$ cat config.mk
export PLATFORM = sky130hd
export DESIGN_NAME = mult_div_seq_flat
export DESIGN_NICKNAME = d
export VERILOG_FILES = /design/src/rtl/mult_div_seq_if.sv /design/src/rtl/mult_div_seq.sv /design/src/flat_wrapper.sv
export SDC_FILE = /design/constraint.sdc
export NUM_CORES = 1
export LEC_CHECK = 0
export CORE_MARGIN = 1
export CORE_UTILIZATION = 35
export DETAILED_ROUTE_END_ITERATION = 16
export PLACE_DENSITY = 0.55
export SLEW_MARGIN = 15
export SYNTH_ARGS = -nofsm -noshare
export SYNTH_HDL_FRONTEND = slang
export SYNTH_SLANG_ARGS = --single-unit
export TNS_END_PERCENT = 5
$ cat constraint.sdc
create_clock -name clk -period 7.1 [get_ports clk]
set_input_delay 1.42 -clock clk [delete_from_list [all_inputs] [get_ports clk]]
set_output_delay 1.42 -clock clk [all_outputs]
set_load 0.01 [all_outputs]
$ cat src/rtl/mult_div_seq_if.sv
// Request/result bundle between the CPU control/datapath and the
// iterative multiply/divide unit.
interface mult_div_seq_if #(
  parameter int WIDTH = 32
);
  logic             start;
  logic [1:0]       op;
  logic [WIDTH-1:0] a;
  logic [WIDTH-1:0] b;
  logic             busy;
  logic             done;
  logic             div_zero;
  logic [WIDTH-1:0] hi;
  logic [WIDTH-1:0] lo;

  modport master (
    output start, op, a, b,
    input  busy, done, div_zero, hi, lo
  );

  modport slave (
    input  start, op, a, b,
    output busy, done, div_zero, hi, lo
  );
endinterface

$ cat src/rtl/mult_div_seq.sv
// Iterative signed multiply (radix-2 Booth) / divide (restoring on
// magnitudes plus a sign-fix cycle) producing Hi/Lo for the CPU datapath.
//
// state  | meaning
// IDLE   | waiting for start; done/div_zero pulse is issued from here
// MULT   | one Booth iteration per cycle, WIDTH cycles
// DIV    | one quotient bit per cycle, WIDTH cycles
// FIX    | apply quotient/remainder signs, write hi/lo
module mult_div_seq #(
  parameter int WIDTH = 32
) (
  input logic           clk,
  input logic           reset,
  mult_div_seq_if.slave bus
);
  localparam int CW = $clog2(WIDTH);

  typedef enum logic [1:0] {S_IDLE, S_MULT, S_DIV, S_FIX} state_t;

  state_t state_q, state_d;

  // MULT: {P (WIDTH+1, sign-extended), multiplier, q-1}
  // DIV : {unused bit, remainder (WIDTH+1), quotient/dividend}
  logic [2*WIDTH+1:0] acc_q, acc_d;
  logic [WIDTH-1:0]   mcand_q, mcand_d;
  logic [WIDTH-1:0]   hi_q, hi_d, lo_q, lo_d;
  logic [CW-1:0]      cnt_q, cnt_d;
  logic               qneg_q, qneg_d, rneg_q, rneg_d;
  logic               busy_q, busy_d, done_q, done_d, dz_q, dz_d;

  logic [WIDTH:0]     p_sum, rem_sh, trial;
  logic [2*WIDTH+1:0] booth_nxt, div_nxt;
  logic [WIDTH-1:0]   abs_a, abs_b, quo, rem;

  // Single-iteration datapath for both algorithms plus operand magnitudes
  always_comb begin
    p_sum = acc_q[2*WIDTH+1:WIDTH+1];
    case (acc_q[1:0])
      2'b01:   p_sum = acc_q[2*WIDTH+1:WIDTH+1] + {mcand_q[WIDTH-1], mcand_q};
      2'b10:   p_sum = acc_q[2*WIDTH+1:WIDTH+1] - {mcand_q[WIDTH-1], mcand_q};
      default: p_sum = acc_q[2*WIDTH+1:WIDTH+1];
    endcase
    booth_nxt = {p_sum[WIDTH], p_sum, acc_q[WIDTH:1]};

    rem_sh = {acc_q[2*WIDTH-1:WIDTH], acc_q[WIDTH-1]};
    trial  = rem_sh - {1'b0, mcand_q};
    if (trial[WIDTH])
      div_nxt = {1'b0, rem_sh, acc_q[WIDTH-2:0], 1'b0};
    else
      div_nxt = {1'b0, trial, acc_q[WIDTH-2:0], 1'b1};

    quo   = acc_q[WIDTH-1:0];
    rem   = acc_q[2*WIDTH-1:WIDTH];
    abs_a = bus.a[WIDTH-1] ? -bus.a : bus.a;
    abs_b = bus.b[WIDTH-1] ? -bus.b : bus.b;
  end

  // Next-state, iteration control and result write-back
  always_comb begin
    state_d = state_q;
    acc_d   = acc_q;
    mcand_d = mcand_q;
    cnt_d   = cnt_q;
    qneg_d  = qneg_q;
    rneg_d  = rneg_q;
    hi_d    = hi_q;
    lo_d    = lo_q;
    done_d  = 1'b0;
    dz_d    = 1'b0;

    case (state_q)
      S_IDLE: begin
        if (bus.start) begin
          case (bus.op)
            2'b01: begin
              state_d = S_MULT;
              acc_d   = {{(WIDTH+1){1'b0}}, bus.b, 1'b0};
              mcand_d = bus.a;
              cnt_d   = CW'(WIDTH-1);
            end
            2'b10: begin
              if (bus.b == '0) begin
                // divide by zero: report immediately, hi/lo untouched
                done_d = 1'b1;
                dz_d   = 1'b1;
              end else begin
                state_d = S_DIV;
                acc_d   = {{(WIDTH+2){1'b0}}, abs_a};
                mcand_d = abs_b;
                cnt_d   = CW'(WIDTH-1);
                qneg_d  = bus.a[WIDTH-1] ^ bus.b[WIDTH-1];
                rneg_d  = bus.a[WIDTH-1];
              end
            end
            default: ;
          endcase
        end
      end
      S_MULT: begin
        acc_d = booth_nxt;
        cnt_d = cnt_q - CW'(1);
        if (cnt_q == '0) begin
          state_d = S_IDLE;
          hi_d    = booth_nxt[2*WIDTH:WIDTH+1];
          lo_d    = booth_nxt[WIDTH:1];
          done_d  = 1'b1;
        end
      end
      S_DIV: begin
        acc_d = div_nxt;
        cnt_d = cnt_q - CW'(1);
        if (cnt_q == '0) state_d = S_FIX;
      end
      S_FIX: begin
        state_d = S_IDLE;
        hi_d    = rneg_q ? -rem : rem;
        lo_d    = qneg_q ? -quo : quo;
        done_d  = 1'b1;
      end
      default: state_d = S_IDLE;
    endcase

    busy_d = (state_d != S_IDLE);
  end

  // State and datapath registers; reset aborts any running operation
  always_ff @(posedge clk or posedge reset) begin
    if (reset) begin
      state_q <= S_IDLE;
      acc_q   <= '0;
      mcand_q <= '0;
      cnt_q   <= '0;
      qneg_q  <= 1'b0;
      rneg_q  <= 1'b0;
      hi_q    <= '0;
      lo_q    <= '0;
      busy_q  <= 1'b0;
      done_q  <= 1'b0;
      dz_q    <= 1'b0;
    end else begin
      state_q <= state_d;
      acc_q   <= acc_d;
      mcand_q <= mcand_d;
      cnt_q   <= cnt_d;
      qneg_q  <= qneg_d;
      rneg_q  <= rneg_d;
      hi_q    <= hi_d;
      lo_q    <= lo_d;
      busy_q  <= busy_d;
      done_q  <= done_d;
      dz_q    <= dz_d;
    end
  end

  assign bus.busy     = busy_q;
  assign bus.done     = done_q;
  assign bus.div_zero = dz_q;
  assign bus.hi       = hi_q;
  assign bus.lo       = lo_q;
endmodule

$ cat src/flat_wrapper.sv
// flat-port wrapper written by rule: the top's interface ports become plain ports
module mult_div_seq_flat 
#(
  parameter int WIDTH = 32
)
  (clk, reset, bus_start, bus_op, bus_a, bus_b, bus_busy, bus_done, bus_div_zero, bus_hi, bus_lo);
  mult_div_seq_if #(.WIDTH(WIDTH)) bus_i ();
  input logic clk;
  input logic reset;
  input wire logic [$bits(bus_i.start)-1:0] bus_start;
  input wire logic [$bits(bus_i.op)-1:0] bus_op;
  input wire logic [$bits(bus_i.a)-1:0] bus_a;
  input wire logic [$bits(bus_i.b)-1:0] bus_b;
  output wire logic [$bits(bus_i.busy)-1:0] bus_busy;
  output wire logic [$bits(bus_i.done)-1:0] bus_done;
  output wire logic [$bits(bus_i.div_zero)-1:0] bus_div_zero;
  output wire logic [$bits(bus_i.hi)-1:0] bus_hi;
  output wire logic [$bits(bus_i.lo)-1:0] bus_lo;
  assign bus_i.start = bus_start;
  assign bus_i.op = bus_op;
  assign bus_i.a = bus_a;
  assign bus_i.b = bus_b;
  assign bus_busy = bus_i.busy;
  assign bus_done = bus_i.done;
  assign bus_div_zero = bus_i.div_zero;
  assign bus_hi = bus_i.hi;
  assign bus_lo = bus_i.lo;
  mult_div_seq #(.WIDTH(WIDTH)) u_core (.clk(clk), .reset(reset), .bus(bus_i));
endmodule
; ---- Word level (Yosys, flattened, before mapping)
; Index checks and enable logic that the tools add are counted.
[totals]
ff_bits = 174
in_bits = 69
output_inout_bits = 67
elab_cells = 79
[classes]
addsub = 8
n_eq_ne = 12
muxes = 32
n_bitwise = 2
reduce_logical = 14
[op_table]
columns = operator, n
row1 = $mux W32, 7
row2 = $pmux W66 S3, 1
row3 = $pmux W32 S2, 3
row4 = $mux W66, 2
row5 = $pmux W66 S2, 1
row6 = $neg A32 Y32, 4
row7 = $pmux W33 S2, 1
row8 = $mux W65, 1
row9 = $add A33 B33 Y33, 1
row10 = $sub A33 B32 Y33, 1
row11 = $sub A33 B33 Y33, 1
row12 = $logic_not A32 Y1, 1
row13 = $pmux W5 S2, 2
row14 = $reduce_and A4 Y1, 4
row15 = $mux W5, 2
row16 = $eq A2 B2 Y1 const B, 4
row17 = $mux W2, 4
row18 = $pmux W2 S4, 1
row19 = $reduce_bool A2 Y1, 4
row20 = $eq A2 B1 Y1 const B, 3
row21 = $ne A3 B3 Y1 const B, 2
row22 = $logic_not A5 Y1, 1
row23 = $mux W1, 5
row24 = $sub A5 B1 Y5 const B, 1
row25 = 10 further kinds, 11

; ---- Longest topological paths before layout
[depth]
depth_word = 6
mapped_depth = 22
ltp_nobuf = 20

; ---- Worst setup path before layout
; No wires, ideal clock.
[synth_timing]
path_kind = register -> register
start = reg u_core.mcand_q[2]
end = reg u_core.acc_q[64]
setup_ns = 0.069
arrival_time_ns = 4.317
required_time_ns = 7.031
setup_slack_ns = 2.714
stages_incl_launch_ff = 17
path_buffers = 0
period_less_slack_ns = 4.386
cell_sequence = dfrtp_1 -> nor3_1 -> a41oi_1 -> nor4_1 -> a21oi_1 -> xnor2_1 -> ha_1 -> a21o_1 -> a21o_1 -> a21o_1 -> a21o_1 -> a2111oi_0 -> or3_1 -> o41ai_1 -> or3_1 -> a211o_1 -> nand3_1
[synth_between]
elab_chain_len = 3
word_cells_on_any_way = 6
[synth_lines]
columns = element, line
row1 = start: declaration, mult_div_seq.sv:25  ; logic [WIDTH-1:0] mcand_q, mcand_d;
row2 = start signal: assignment, mult_div_seq.sv:143  ; mcand_q <= mcand_d;
row3 = $sub A33 B33 Y33 (tied with other cells), mult_div_seq.sv:40  ; 2'b10: p_sum = acc_q[2*WIDTH+1:WIDTH+1] - {mcand_q[WIDTH-1], mcand_q};
row4 = $pmux W33 S2 or $mux W65 (tied branches), "mult_div_seq.sv:38, mult_div_seq.sv:47"
row5 = $pmux W66 S3 *, mult_div_seq.sv:71  ; case (state_q)
row6 = end signal: assignment, mult_div_seq.sv:130  ; acc_q <= '0;
row7 = end signal: assignment, mult_div_seq.sv:142  ; acc_q <= acc_d;
row8 = end: declaration, mult_div_seq.sv:24  ; logic [2*WIDTH+1:0] acc_q, acc_d;
; Every way passes the cells marked *; elsewhere a longest branch is shown, timed or not.
; A chain may end at the register's enable or synchronous reset.

; ---- Final worst setup path
[layout_timing]
start = reg u_core.acc_q[31]
end = reg u_core.acc_q[51]
[layout_between]
elab_chain_len = 3
[layout_lines]
columns = element, line
row1 = $sub A33 B32 Y33, mult_div_seq.sv:46  ; trial = rem_sh - {1'b0, mcand_q};
row2 = $mux W65, mult_div_seq.sv:47  ; if (trial[WIDTH])
row3 = $pmux W66 S3, mult_div_seq.sv:71
; Every way passes these cells.

==> impl_metrics.toml <==
[yosys]
yosysSeqAreaShare_pct = 27.51
synthTopCellsByArea = "dfrtp_1 28%, o21ai_0 8.3%, nand2_1 6.6%, ha_1 6.3%, xnor2_1 5.4%"
yosysTopAreaCell = "dfrtp_1"
netlist_instances = 2057
yosys_warnings = 0
synth_top_area_share_pct = 27.51
synth_edf_count = 0
synthFlopType = "dfrtp_1"
synth_cell_types = 70
syn-num-nets = 2208
yosys_register_bits = 174
synth.cell_area_um2 = 15830
synthTopCellsByCount = "277 x nand2_1, 261 x o21ai_0, 174 x dfrtp_1"
async_flop_share_pct = 100.0
syn_area_per_cell_um2 = 7.694
synth_most_common_cell = "nand2_1"

[setup_path]
cp_data_required_time_ns = 7.52
path_max_fanout = 15
critPathMaxStageDelay_ns = 0.88
cp_slowest_cell = "nor2b_1"
arrival_ns = 5.89
path_class = "reg2reg"
crit_chain = "inv_1 > ha_1 > inv_1 > fa_1 > a211oi_1 > o21ai_0 > a22oi_1 > a31o_2 > o31a_1 > o21ai_0 > a31oi_1 > nor2b_1 > o211ai_1 > nand2_1 > ha_1 > nor2b_1 > and3_1 > a22o_1 > a21oi_1 > o21ai_0"
cp_num_buf_inv = 2
rr_startpoint = "u_core.acc_q[31]$_DFFE_PP0P_"
critical_path.endpoint_type = "flip-flop"
cpLargestDelayFamily = "compound AO/OA/AOI/OAI gates"
crit_path_start = "u_core.acc_q[31]$_DFFE_PP0P_"
cp_common_cell = "o21ai_0"
worst_setup_path_start_kind = "flip-flop"

[route]
routed_wl_mm = 56.38
avgRoutedWirePerCell_um = 20.90
viasPerCell = 5.764
antenna_left = 0
drc = 0
firstDrtPassIters = 6
route.vias.total = 15552
drt_iter0_drc = 1454

[floorplan]
die_h_um = 214.6
dieArea_um2 = 46070
ios = 136
core_um2 = 44410
die_w_um = 214.6
initial_core_util_pct = 35.63
row_count = 77

[global_route]
grt.overflow.total = 0
grt_pass1_wl_mm = 87.45
antenna_found_initial = 0
grtUsageTotal_pct = 24.63
grt_max_degree = 99
grt_pass1_vias = 14639

[pwr]
power_density_nw_per_um2 = 566.6
ir_worst_vdd_v = 0.0002221
finalPower_mw = 10.31
p_leak_nw = 7.597

[hold_path]
hold_start = "u_core.bus.hi[16]$_DFFE_PP0P_"
hold_path_class = "reg2reg"

[finish]
antennaDiodeCount = 0
drive_gt1_share_pct = 5.556
syn_to_final_growth_pct = 14.95
fin_nets = 2244

[clock_network]
htreeDepth = 4
cts_sinks = 174
post_cts.repair.setup_buffers = 0
max-clock-path-buffers = 2
cts-resized-gates = 0
cts_hold_buf = 0
clock_latency_ns = 0.51
cts_tree = "yes"
clk_root_buffer_cell = "clkbuf_16"
cts_buffers = 17
clk_pin_slew_ns = 0.08

[timing]
max_freq_mhz = 182.6
slew_headroom_pct = 31.29
setup_violations = 0
setup-tns-final_ns = 0
timing.final.max_slew_violations = 0
fin_crit_sh_pct = 77.14
finClkSkew_ns = 0.01623
worstMarginPinSlew_ns = 1.021
finalHoldViolations = 0
rsz0062_at_grt = "false"
min_period_ns = 5.477

[place]
dp_hpwl_mm = 42.49
portBuffers = 135
gp_congestion = 0.9399

[job]
drv_cap = 0

[status]
status = "finished clean"
[final cells by class]
cell class,instances,area [um^2]
Fill cell,4536,26220
Multi-Input combinational cell,1670,10690
Sequential cell,174,4354
Timing Repair Buffer,155,1514
Tap cell,592,740.7
Clock buffer,18,439.2
Inverter,75,286.5
Clock inverter,14,167.7
[layout by cell type, fill, tap and decap left out, drive strengths merged, types with 7 or more instances in the layout]
cell type      netlist  layout
nor2b               15      15
a21oi              167     167
o21a                12      12
mux2i               22      22
o31ai               33      33
nand4               15      15
xnor2               97      97
clkdlybuf4s50        0     135
xor2                93      93
o21ai              261     261
nor2               125     125
nor3                21      21
clkbuf             117      18
o211ai              16      16
a221oi              11      11
mux2                26      26
nor4                21      21
or4                 13      13
o22ai               10      10
ha                  80      80
a21o                37      37
a211oi              16      16
a31oi               27      27
and3                14      14
or3                 22      22
a22o                20      20
dfrtp              174     174
a222oi               8       8
or2                  7       7
inv                 75      81
nand2b              33      33
a22oi               30      30
nand3               38      38
a41oi                8       8
nand2              277     277
buf                 21      20
and2                12      12
o41ai               21      21
[per-layer routing]
layer	wire length (um)	global-route usage, %	up-vias
li1	-	-	7501
met1	25960	34.05	7384
met2	25060	37.94	573
met3	3586	4.454	94
met4	1769	9.524	0
met5	0	0	-
[power by group]
group / internal, mW / switching [mW]
clock network: 0.512 / 0.503
registers: 1.42 / 0.725
logic: 2.88 / 4.27
[metrics by stage]
stage / cell area (um^2) / cells / hold WS [ns] / worst slack, ns / util [%]
2_1_floorplan: 15830 / 2057 / 0.4677 / 0.9632 / -
3_3_place_gp: 17590 / 2666 / 0.4568 / 1.874 / 39.59
3_5_place_dp: 17590 / 2666 / 0.4658 / 1.678 / 39.59
4_1_cts: 18190 / 2698 / 0.4817 / 1.661 / 40.96
5_1_grt: 18190 / 2698 / 0.5113 / 1.109 / 40.96
6_report: 18190 / 2698 / 0.4709 / 1.623 / 40.96
[cells by family (layout without fill, tap and decap cells)]
family	after synthesis	in the layout	share of synthesized area [%]
AOI/OAI and AO/OA	723	723	28.50
DFF	174	174	27.51
and+or+nand+nor	627	627	18.54
adders and majority gates	82	82	6.578
buffers and inverters	213	262	5.115
muxes	48	48	3.241
xor gates and xnor gates	190	190	10.51
[registers in the layout, summed over array words and instances, names as in the netlist, 2 cells and up]
| signal | cells |
|---|---|
| u_core.cnt_q | 5 |
| u_core.bus.lo | 32 |
| u_core.acc_q | 66 |
| u_core.bus.hi | 32 |
| u_core.mcand_q | 32 |
| u_core.state_q | 2 |
[path summary, 6_finish.rpt]
path / end / slack (ns) / cells after the start
worst max register to register: u_core.acc_q[51]$_DFFE_PP0P_ / 1.62 / 20
max in group asynchronous: u_core.mcand_q[8]$_DFFE_PP0P_ / 4.65 / 3
worst max-delay path: u_core.acc_q[51]$_DFFE_PP0P_ / 1.62 / 20
min in group asynchronous: u_core.bus.lo[0]$_DFFE_PP0P_ / 1.47 / 2
worst min-delay path: u_core.bus.hi[16]$_DFFE_PP0P_ / 0.47 / 2
worst min register to register: u_core.bus.hi[16]$_DFFE_PP0P_ / 0.47 / 2
[worst register-to-register path: cells and delay by family (launching register included)]
kind,cells,cell delay [ns]
buf+inv,2,0.17
flops,1,0.42
compound gates,11,2.22
simple gates,4,1.48
fa+ha+maj,3,1.11
No activity file was read; power rests on OpenSTA's default activity.
